**src/rtl/ps2_pkg.sv**
```systemverilog
// PS/2 receiver shared types and constants.
// Imported by the input filter and the frame decoder.
package ps2_pkg;

  localparam int DATA_BITS       = 8;
  localparam int FILTER_LEN_DEF  = 8;
  localparam int TIMEOUT_CYC_DEF = 20000;

  typedef enum logic [1:0] {
    IDLE,
    DATA,
    PARITY,
    STOP
  } state_e;

endpackage

```
**src/rtl/ps2_input_filter.sv**
```systemverilog
// Synchronizes the raw PS/2 lines and debounces the clock line,
// producing a one-cycle strobe on each accepted clock falling edge.
module ps2_input_filter #(
  parameter int FILTER_LEN = 8
) (
  input  logic clk_i,
  input  logic rst_i,
  input  logic ps2_clk_i,
  input  logic ps2_data_i,
  output logic clk_o,
  output logic data_o,
  output logic fall_o
);

  localparam int CW = $clog2(FILTER_LEN + 1);

  logic [1:0]    clk_s_q;
  logic [1:0]    dat_s_q;
  logic          clk_q, clk_d;
  logic [CW-1:0] cnt_q, cnt_d;
  logic          fall_q, fall_d;

  // A new level must persist FILTER_LEN cycles before it replaces clk_q.
  always_comb begin
    clk_d  = clk_q;
    cnt_d  = '0;
    if (clk_s_q[1] != clk_q) begin
      if (cnt_q == CW'(FILTER_LEN - 1)) begin
        clk_d = clk_s_q[1];
      end else begin
        cnt_d = cnt_q + 1'b1;
      end
    end
    fall_d = clk_q & ~clk_d;
  end

  always_ff @(posedge clk_i or posedge rst_i) begin
    if (rst_i) begin
      clk_s_q <= 2'b11;
      dat_s_q <= 2'b11;
      clk_q   <= 1'b1;
      cnt_q   <= '0;
      fall_q  <= 1'b0;
    end else begin
      clk_s_q <= {clk_s_q[0], ps2_clk_i};
      dat_s_q <= {dat_s_q[0], ps2_data_i};
      clk_q   <= clk_d;
      cnt_q   <= cnt_d;
      fall_q  <= fall_d;
    end
  end

  assign clk_o  = clk_q;
  assign data_o = dat_s_q[1];
  assign fall_o = fall_q;

endmodule

```
**src/rtl/ps2_rx_frame.sv**
```systemverilog
// PS/2 device-to-host frame receiver: start, 8 data LSB first,
// odd parity, stop; valid/ready byte output with error pulses.
module ps2_rx_frame
  import ps2_pkg::*;
#(
  parameter int FILTER_LEN  = FILTER_LEN_DEF,
  parameter int TIMEOUT_CYC = TIMEOUT_CYC_DEF
) (
  input  logic       clk_100MHz,
  input  logic       reset,
  input  logic       ps2_clk,
  input  logic       ps2_data,
  output logic [7:0] rx_data,
  output logic       rx_valid,
  input  logic       rx_ready,
  output logic       err_parity,
  output logic       err_frame,
  output logic       overrun
);

  localparam int TW  = $clog2(TIMEOUT_CYC + 1);
  localparam int NW  = $clog2(DATA_BITS);

  logic clean_clk, clean_dat, fall;

  ps2_input_filter #(
    .FILTER_LEN(FILTER_LEN)
  ) u_filter (
    .clk_i     (clk_100MHz),
    .rst_i     (reset),
    .ps2_clk_i (ps2_clk),
    .ps2_data_i(ps2_data),
    .clk_o     (clean_clk),
    .data_o    (clean_dat),
    .fall_o    (fall)
  );

  state_e        state_q, state_d;
  logic [NW-1:0] cnt_q, cnt_d;
  logic [TW-1:0] tmo_q, tmo_d;
  logic [7:0]    shift_q, shift_d;
  logic          par_q, par_d;
  logic [7:0]    data_q, data_d;
  logic          valid_q, valid_d;
  logic          eper_q, eper_d;
  logic          efrm_q, efrm_d;
  logic          ovr_q, ovr_d;

  always_comb begin
    state_d = state_q;
    cnt_d   = cnt_q;
    tmo_d   = '0;
    shift_d = shift_q;
    par_d   = par_q;
    data_d  = data_q;
    valid_d = valid_q;
    eper_d  = 1'b0;
    efrm_d  = 1'b0;
    ovr_d   = ovr_q;

    if (valid_q && rx_ready) begin
      valid_d = 1'b0;
    end

    if (state_q != IDLE && !fall) begin
      if (tmo_q == TW'(TIMEOUT_CYC - 1)) begin
        efrm_d  = 1'b1;
        state_d = IDLE;
        cnt_d   = '0;
      end else begin
        tmo_d = tmo_q + 1'b1;
      end
    end

    if (fall) begin
      unique case (state_q)
        IDLE: begin
          if (!clean_dat) begin
            state_d = DATA;
            cnt_d   = '0;
          end else begin
            efrm_d = 1'b1;
          end
        end
        DATA: begin
          shift_d = {clean_dat, shift_q[7:1]};
          if (cnt_q == NW'(DATA_BITS - 1)) begin
            cnt_d   = '0;
            state_d = PARITY;
          end else begin
            cnt_d = cnt_q + 1'b1;
          end
        end
        PARITY: begin
          par_d   = clean_dat;
          state_d = STOP;
        end
        STOP: begin
          state_d = IDLE;
          if (!clean_dat) begin
            efrm_d = 1'b1;
          end else if (!(^{shift_q, par_q})) begin
            eper_d = 1'b1;
          end else if (!valid_q || rx_ready) begin
            data_d  = shift_q;
            valid_d = 1'b1;
          end else begin
            ovr_d = 1'b1;
          end
        end
        default: state_d = IDLE;
      endcase
    end
  end

  always_ff @(posedge clk_100MHz or posedge reset) begin
    if (reset) begin
      state_q <= IDLE;
      cnt_q   <= '0;
      tmo_q   <= '0;
      shift_q <= '0;
      par_q   <= 1'b0;
      data_q  <= 8'h00;
      valid_q <= 1'b0;
      eper_q  <= 1'b0;
      efrm_q  <= 1'b0;
      ovr_q   <= 1'b0;
    end else begin
      state_q <= state_d;
      cnt_q   <= cnt_d;
      tmo_q   <= tmo_d;
      shift_q <= shift_d;
      par_q   <= par_d;
      data_q  <= data_d;
      valid_q <= valid_d;
      eper_q  <= eper_d;
      efrm_q  <= efrm_d;
      ovr_q   <= ovr_d;
    end
  end

  assign rx_data    = data_q;
  assign rx_valid   = valid_q;
  assign err_parity = eper_q;
  assign err_frame  = efrm_q;
  assign overrun    = ovr_q;

  logic unused_clk;
  assign unused_clk = clean_clk;

endmodule
```
**config.mk**
```make
export PLATFORM = sky130hd
export DESIGN_NAME = ps2_rx_frame
export DESIGN_NICKNAME = d
export VERILOG_FILES = /design/src/rtl/ps2_pkg.sv /design/src/rtl/ps2_input_filter.sv /design/src/rtl/ps2_rx_frame.sv
export SDC_FILE = /design/constraint.sdc
export NUM_CORES = 1
export LEC_CHECK = 0
export ABC_AREA = 1
export BUFFER_PORTS_ARGS = -buffer_cell sky130_fd_sc_hd__buf_2
export CORE_ASPECT_RATIO = 1.5
export CORE_MARGIN = 4
export CORE_UTILIZATION = 35
export CTS_CLUSTER_DIAMETER = 60
export CTS_CLUSTER_SIZE = 28
export DETAILED_ROUTE_END_ITERATION = 8
export PLACE_DENSITY = 0.53
export SYNTH_ARGS = -nofsm -noshare
export SYNTH_HDL_FRONTEND = slang
export SYNTH_HIERARCHICAL = 1
export SYNTH_SLANG_ARGS = --single-unit
```
**constraint.sdc**
```tcl
create_clock -name clk_100MHz -period 2 [get_ports clk_100MHz]
set_input_delay 0.6 -clock clk_100MHz [delete_from_list [all_inputs] [get_ports clk_100MHz]]
set_output_delay 0.6 -clock clk_100MHz [all_outputs]
set_load 0.02 [all_outputs]
```
=== Word-level counts from Yosys, hierarchy flattened ===
Index checks and enable logic that the tools add are counted.

* Multiply operators: 0
* Add/subtract/negate cells: 3
* Muxes and demuxes: 34
* Equal/unequal tests: 7
* Shift operators: 0
* Bitwise logic cells: 3
* Magnitude comparators: 0
* Reduce and logical (&&, ||, !) cells: 12
* Div/mod/pow operators: 0

{| class="wikitable"
|+ Operator list
! operator !! count
|-
| $mux 15 || 2
|-
| $mux 1 || 17
|-
| $add 15x1->15 const B || 1
|-
| $eq 15x15->1 const B || 1
|-
| $mux 3 || 5
|-
| $mux 2 || 5
|-
| $reduce_and 5->1 || 2
|-
| $reduce_xor 9->1 || 1
|-
| $mux 4 || 2
|-
| $pmux 2 s4 || 1
|-
| $pmux 3 s2 || 1
|-
| $add 4x1->4 const B || 1
|-
| $eq 2x2->1 const B || 2
|-
| $eq 4x3->1 const B || 1
|-
| $reduce_and 2->1 || 2
|-
| $add 3x1->3 const B || 1
|-
| $eq 3x3->1 const B || 1
|-
| $eq 2x1->1 const B || 1
|-
| $logic_and 1x1->1 || 2
|-
| $logic_not 1->1 || 2
|-
| $logic_not 2->1 || 1
|-
| $not 1->1 || 2
|-
| $pmux 1 s2 || 1
|-
| $reduce_bool 2->1 || 1
|-
| other kinds (3) || 3
|}

* Latch bits: 0
* Logic and storage cells: 74
* Memories kept: 0
* Flip-flop bits (word level): 51
* Memory bits (read-only): 0
* Bits in writable memories: 0

=== Logic depth before layout (Yosys ltp) ===
* Depth after elaboration: 7
* Depth in mapped cells: 11
* Mapped depth without buffers: 11

=== By module ===
The synthesis kept the hierarchy.

{| class="wikitable"
|+ Modules (own cells, without submodules)
! module !! cells an instance !! times used !! sequential area each (µm²) !! area an instance (µm²)
|-
| ps2_rx_frame || 268 || 1 || 1026.0 || 2147.1
|-
| ps2_input_filter || 34 || 1 || 256.5 || 390.4
|}

=== Least setup slack after synthesis ===
OpenSTA, ideal clock, no wires.

* Path kind: register to register
* From: register state_q[0]
* To: register state_q[1]
* Data required time: 1.883 ns
* Path buffers: 0
* Period minus slack after synthesis: 1.505 ns
* Data arrival time: 1.388 ns
* Library setup time: 0.117 ns
* Cell stages (with the launch flop): 11
* Setup slack: 0.495 ns
* Cell sequence: dfrtp_1 inv_1 ha_1 nor2_1 nand3_1 nand2_1 nand2_1 nand2_1 nand2_1 nand2_1 nand2_1

* Word-level cells in the longest chain between the ends: 6

{| class="wikitable"
|+ RTL lines
! what !! line !! text
|-
| start, declared || ps2_rx_frame.sv:38 || <nowiki>state_e state_q, state_d;</nowiki>
|-
| start signal, assigned || ps2_rx_frame.sv:129 || <nowiki>state_q <= state_d;</nowiki>
|-
| $reduce_bool 2->1 || ps2_rx_frame.sv:65 || <nowiki>if (state_q != IDLE && !fall) begin</nowiki>
|-
| $logic_and 1x1->1 || ps2_rx_frame.sv:65 ||
|-
| $mux 2 || ps2_rx_frame.sv:65 ||
|-
| $mux 2 (on tied branches) || ps2_rx_frame.sv:87, ps2_rx_frame.sv:78 ||
|-
| $pmux 2 s4 || ps2_rx_frame.sv:76 || <nowiki>unique case (state_q)</nowiki>
|-
| $mux 2 * || ps2_rx_frame.sv:75 || <nowiki>if (fall) begin</nowiki>
|-
| net state_d[1] || ps2_rx_frame.sv:38 ||
|}

Mark *: on every way through the listed nets, which the timed path passes. The rest lies on a longest branch.
A chain may end at the register's enable or synchronous reset.

=== Worst setup path in the final report ===
* From: register tmo_q[0]
* To: register tmo_q[13]

* Word-level cells in the longest chain between the ends: 3

{| class="wikitable"
|+ RTL lines
! what !! line !! text
|-
| start, declared || ps2_rx_frame.sv:40 || <nowiki>logic [TW-1:0] tmo_q, tmo_d;</nowiki>
|-
| start signal, assigned || ps2_rx_frame.sv:131 || <nowiki>tmo_q <= tmo_d;</nowiki>
|-
| $add 15x1->15 / $eq 15x15->1 (equally long branches) || ps2_rx_frame.sv:71, ps2_rx_frame.sv:66 ||
|-
| $mux 15 * || ps2_rx_frame.sv:66 || <nowiki>if (tmo_q == TW'(TIMEOUT_CYC - 1)) begin</nowiki>
|-
| $mux 15 * || ps2_rx_frame.sv:65 ||
|-
| net tmo_d[13] || ps2_rx_frame.sv:40 ||
|}

Marks and branches as above.

==> impl_metrics.csv <==
group,metric,value,unit
hold_path,hp-class,"input port to async pin",
final_layout,postLayoutCoreUtil,40.8,%
setup_path,path_max_fanout,9,
final_layout,syn_to_final_growth,11.6,%
clock_tree,ctsLongestPathBuffers,2,
sta,final.setup.tns,0,ps
floorplanning,coreArea,0.00694,sq mm
clock_tree,root_buffer,"clkbuf_8",
detailed_routing,vias,1926,
sta,rsz0062_at_grt,"no",
final_layout,layout.area.seq,0.00128,sq mm
setup_path,reg2reg_depth,7,
global_route,overflow,0,
detailed_routing,ant_nets,0,
detailed_routing,drt-wirelength-per-cell,12.3,um
run,cap_viol_max_count,0,
placement,place_inst,398,
global_route,grt_pass1_wl,9.01,mm
final_layout,multi_input_comb_area,0.00109,sq mm
setup_path,crit_top_cell,"nand2_1",
clock_tree,tritoncts,"yes",
logic_synthesis,synth.distinct_cells,33,
clock_tree,cts_hold_buf,0,
placement,port-buffer-count,16,
logic_synthesis,avgSynthCellArea,8.40,sq um
global_route,antenna_found_initial,0,
logic_synthesis,synthCells,302,
final_layout,fill_cells,723,
logic_synthesis,ys_ff_latch,51,
floorplanning,start_util,36.5,%
sta,slew_headroom,65.1,%
logic_synthesis,synthTopCellsByArea,"dfrtp_1 45%, nand2_1 13%, inv_1 5.3%",
placement,detailed_place_hpwl,3.74,mm
setup_path,worstPathArrival,1830,ps
detailed_routing,drtIter0Drc,69,
logic_synthesis,ys_seq_area_share,50.5,%
clock_tree,clk_pin_slew,90,ps
final_layout,diodes,0,
pwr,ir_drop,0.382,mV
logic_synthesis,synth_top_area_share,45.4,%
status,status,"complete, no violations",
setup_path,cp.required,2190,ps
placement,gp_congestion,0.872,
clock_tree,ctsResizeCount,0,
sta,timing.final.crit_share,81.8,%
clock_tree,post-cts-setup-buffer-count,0,
detailed_routing,drc,0,
floorplanning,die_h,112,um
detailed_routing,first_pass_iters,4,
logic_synthesis,yosysTopAreaCell,"dfrtp_1",
global_route,grt_pass1_vias,2026,
pwr,total_power,1.84,mW
final_layout,stdcell_count,406,
clock_tree,cts_buffers,5,
setup_path,cp_cell_sequence,"ha_1 > nand2_1 > nor3_1 > nand2_1 > nand2_1 > o21bai_1 > nor2_1",
global_route,grt_start_max_net_pins,42,
setup_path,slowest_stage,"dfrtp_1",
floorplanning,die_w,77.5,um
setup_path,worstSetupStartpointType,"flop",
detailed_routing,wl,5.01,mm
logic_synthesis,synth_nets,315,
logic_synthesis,synth_area,0.00254,sq mm
sta,fmax,611,MHz
sta,finalMaxSlewViolations,0,
floorplanning,rows,37,
sta,hold_viol,0,
clock_tree,cts-htree-levels,2,
final_layout,fin_nets,340,
logic_synthesis,ys_warn_count,6,
floorplanning,ios,17,
sta,setup_violations,0,
sta,period_minus_slack,1640,ps
pwr,leakage,1.43,nW
final_layout,drive_gt1_share,16.5,%
pwr,p_per_area,650,mW/mm^2
setup_path,crit_path_end_kind,"flop",
floorplanning,dieArea,0.00870,sq mm
clock_tree,cts_sinks,51,
setup_path,max_stage_delay,380,ps
sta,worst_pin_slew,524,ps
sta,skew,11.4,ps
global_route,grtUsageTotal,12.6,%
setup_path,worstSetupPathType,"flop to flop",
detailed_routing,vias_per_cell,4.74,
clock_tree,clk_latency,310,ps
flip-flops by register name, summed over array words and instances, names as in the netlist:
signal            flops
shift_q               8
u_filter/clk_s_q      2
u_filter/fall_o       1
u_filter/cnt_q        4
cnt_q                 3
overrun               1
u_filter/dat_s_q      2
rx_data               8
err_frame             1
err_parity            1
par_q                 1
rx_valid              1
u_filter/clk_o        1
state_q               2
tmo_q                15
where the power goes:
group	internal [mW]	leakage, nW	switching, mW	total (mW)
combinational	0.0398	0.692	0.0618	0.102
clock	0.283	0.0474	0.355	0.638
sequential	1.07	0.688	0.0283	1.10
worst paths after layout:
check                                     from             endpoint  slack (ps)
min in group clk_100MHz    u_filter/dat_s_q[0]  u_filter/dat_s_q[1]         360
max in group asynchronous                reset           shift_q[2]        1220
setup / recovery                      tmo_q[0]            tmo_q[13]         360
hold reg to reg            u_filter/dat_s_q[0]  u_filter/dat_s_q[1]         360
hold / removal                           reset    u_filter/cnt_q[2]         260
setup reg to reg                      tmo_q[0]            tmo_q[13]         360
cell type report:
class	instances	share of cell area [%]
inverters	43	5.70
repair buffers	19	3.62
clock inverters	2	0.574
flip-flops and latches	51	45.3
well taps	78	3.45
clock buffers	6	2.92
multi-input cells	207	38.5
cells in the mapped netlist, drive strengths merged:
master	instances
nand2	91
dfrtp	46
inv	42
nand3	31
nor2	28
o21ai	13
ha	8
nor3	8
a21oi	6
dfstp	5
xor2	4
nand4	3
o21a	3
a31oi	2
and3	2
o31ai	2
a21boi	1
a41oi	1
clkbuf	1
clkinv	1
nor3b	1
o211ai	1
o21bai	1
or2	1
stage by stage:
step                instance area [sq um]  hold slack (ps)  setup slack, ps
floorplan                            2540              345              454
finish                               2830              263              364
global placement                     2730              346              371
CTS                                  2830              271              320
global route                         2830              279              155
detailed placement                   2730              347              336
cell usage in the layout, fill, tap and decap left out, types with 2 or more instances in the layout:
| master | n |
|---|---|
| a21oi_1 | 6 |
| a31oi_1 | 2 |
| and3_1 | 2 |
| buf_2 | 16 |
| buf_4 | 3 |
| clkbuf_8 | 6 |
| dfrtp_1 | 46 |
| dfstp_2 | 5 |
| ha_1 | 8 |
| inv_1 | 36 |
| inv_2 | 6 |
| nand2_1 | 85 |
| nand2_2 | 4 |
| nand2_4 | 2 |
| nand3_1 | 27 |
| nand3_2 | 4 |
| nand4_1 | 2 |
| nor2_1 | 25 |
| nor2_2 | 2 |
| nor3_1 | 6 |
| nor3_2 | 2 |
| o21a_1 | 3 |
| o21ai_0 | 11 |
| o21ai_1 | 2 |
| o31ai_1 | 2 |
| xor2_1 | 4 |
cells by family (layout without fill, tap and decap cells):
kind of cell	Yosys count	after routing	share of synthesized area [%]
simple gates	165	165	30.7
flops	51	51	50.5
buf+inv	44	70	6.51
compound gates	30	30	6.95
fa+ha+maj	8	8	3.94
xor+xnor	4	4	1.38
per-layer routing:
layer | GRT usage (%) | part of all wire [%]
met1 | 14.1 | 43
met2 | 23.5 | 54
met3 | 2.49 | 1.8
met4 | 4.51 | 1.5
met5 | 0 | 0
critical path, delay by kind of cell (launching register included):
family          cells  cell delay, ps
fa+ha+maj           1             180
flops               1             380
simple gates        5             820
compound gates      1             160
No activity file was read; power rests on OpenSTA's default activity.
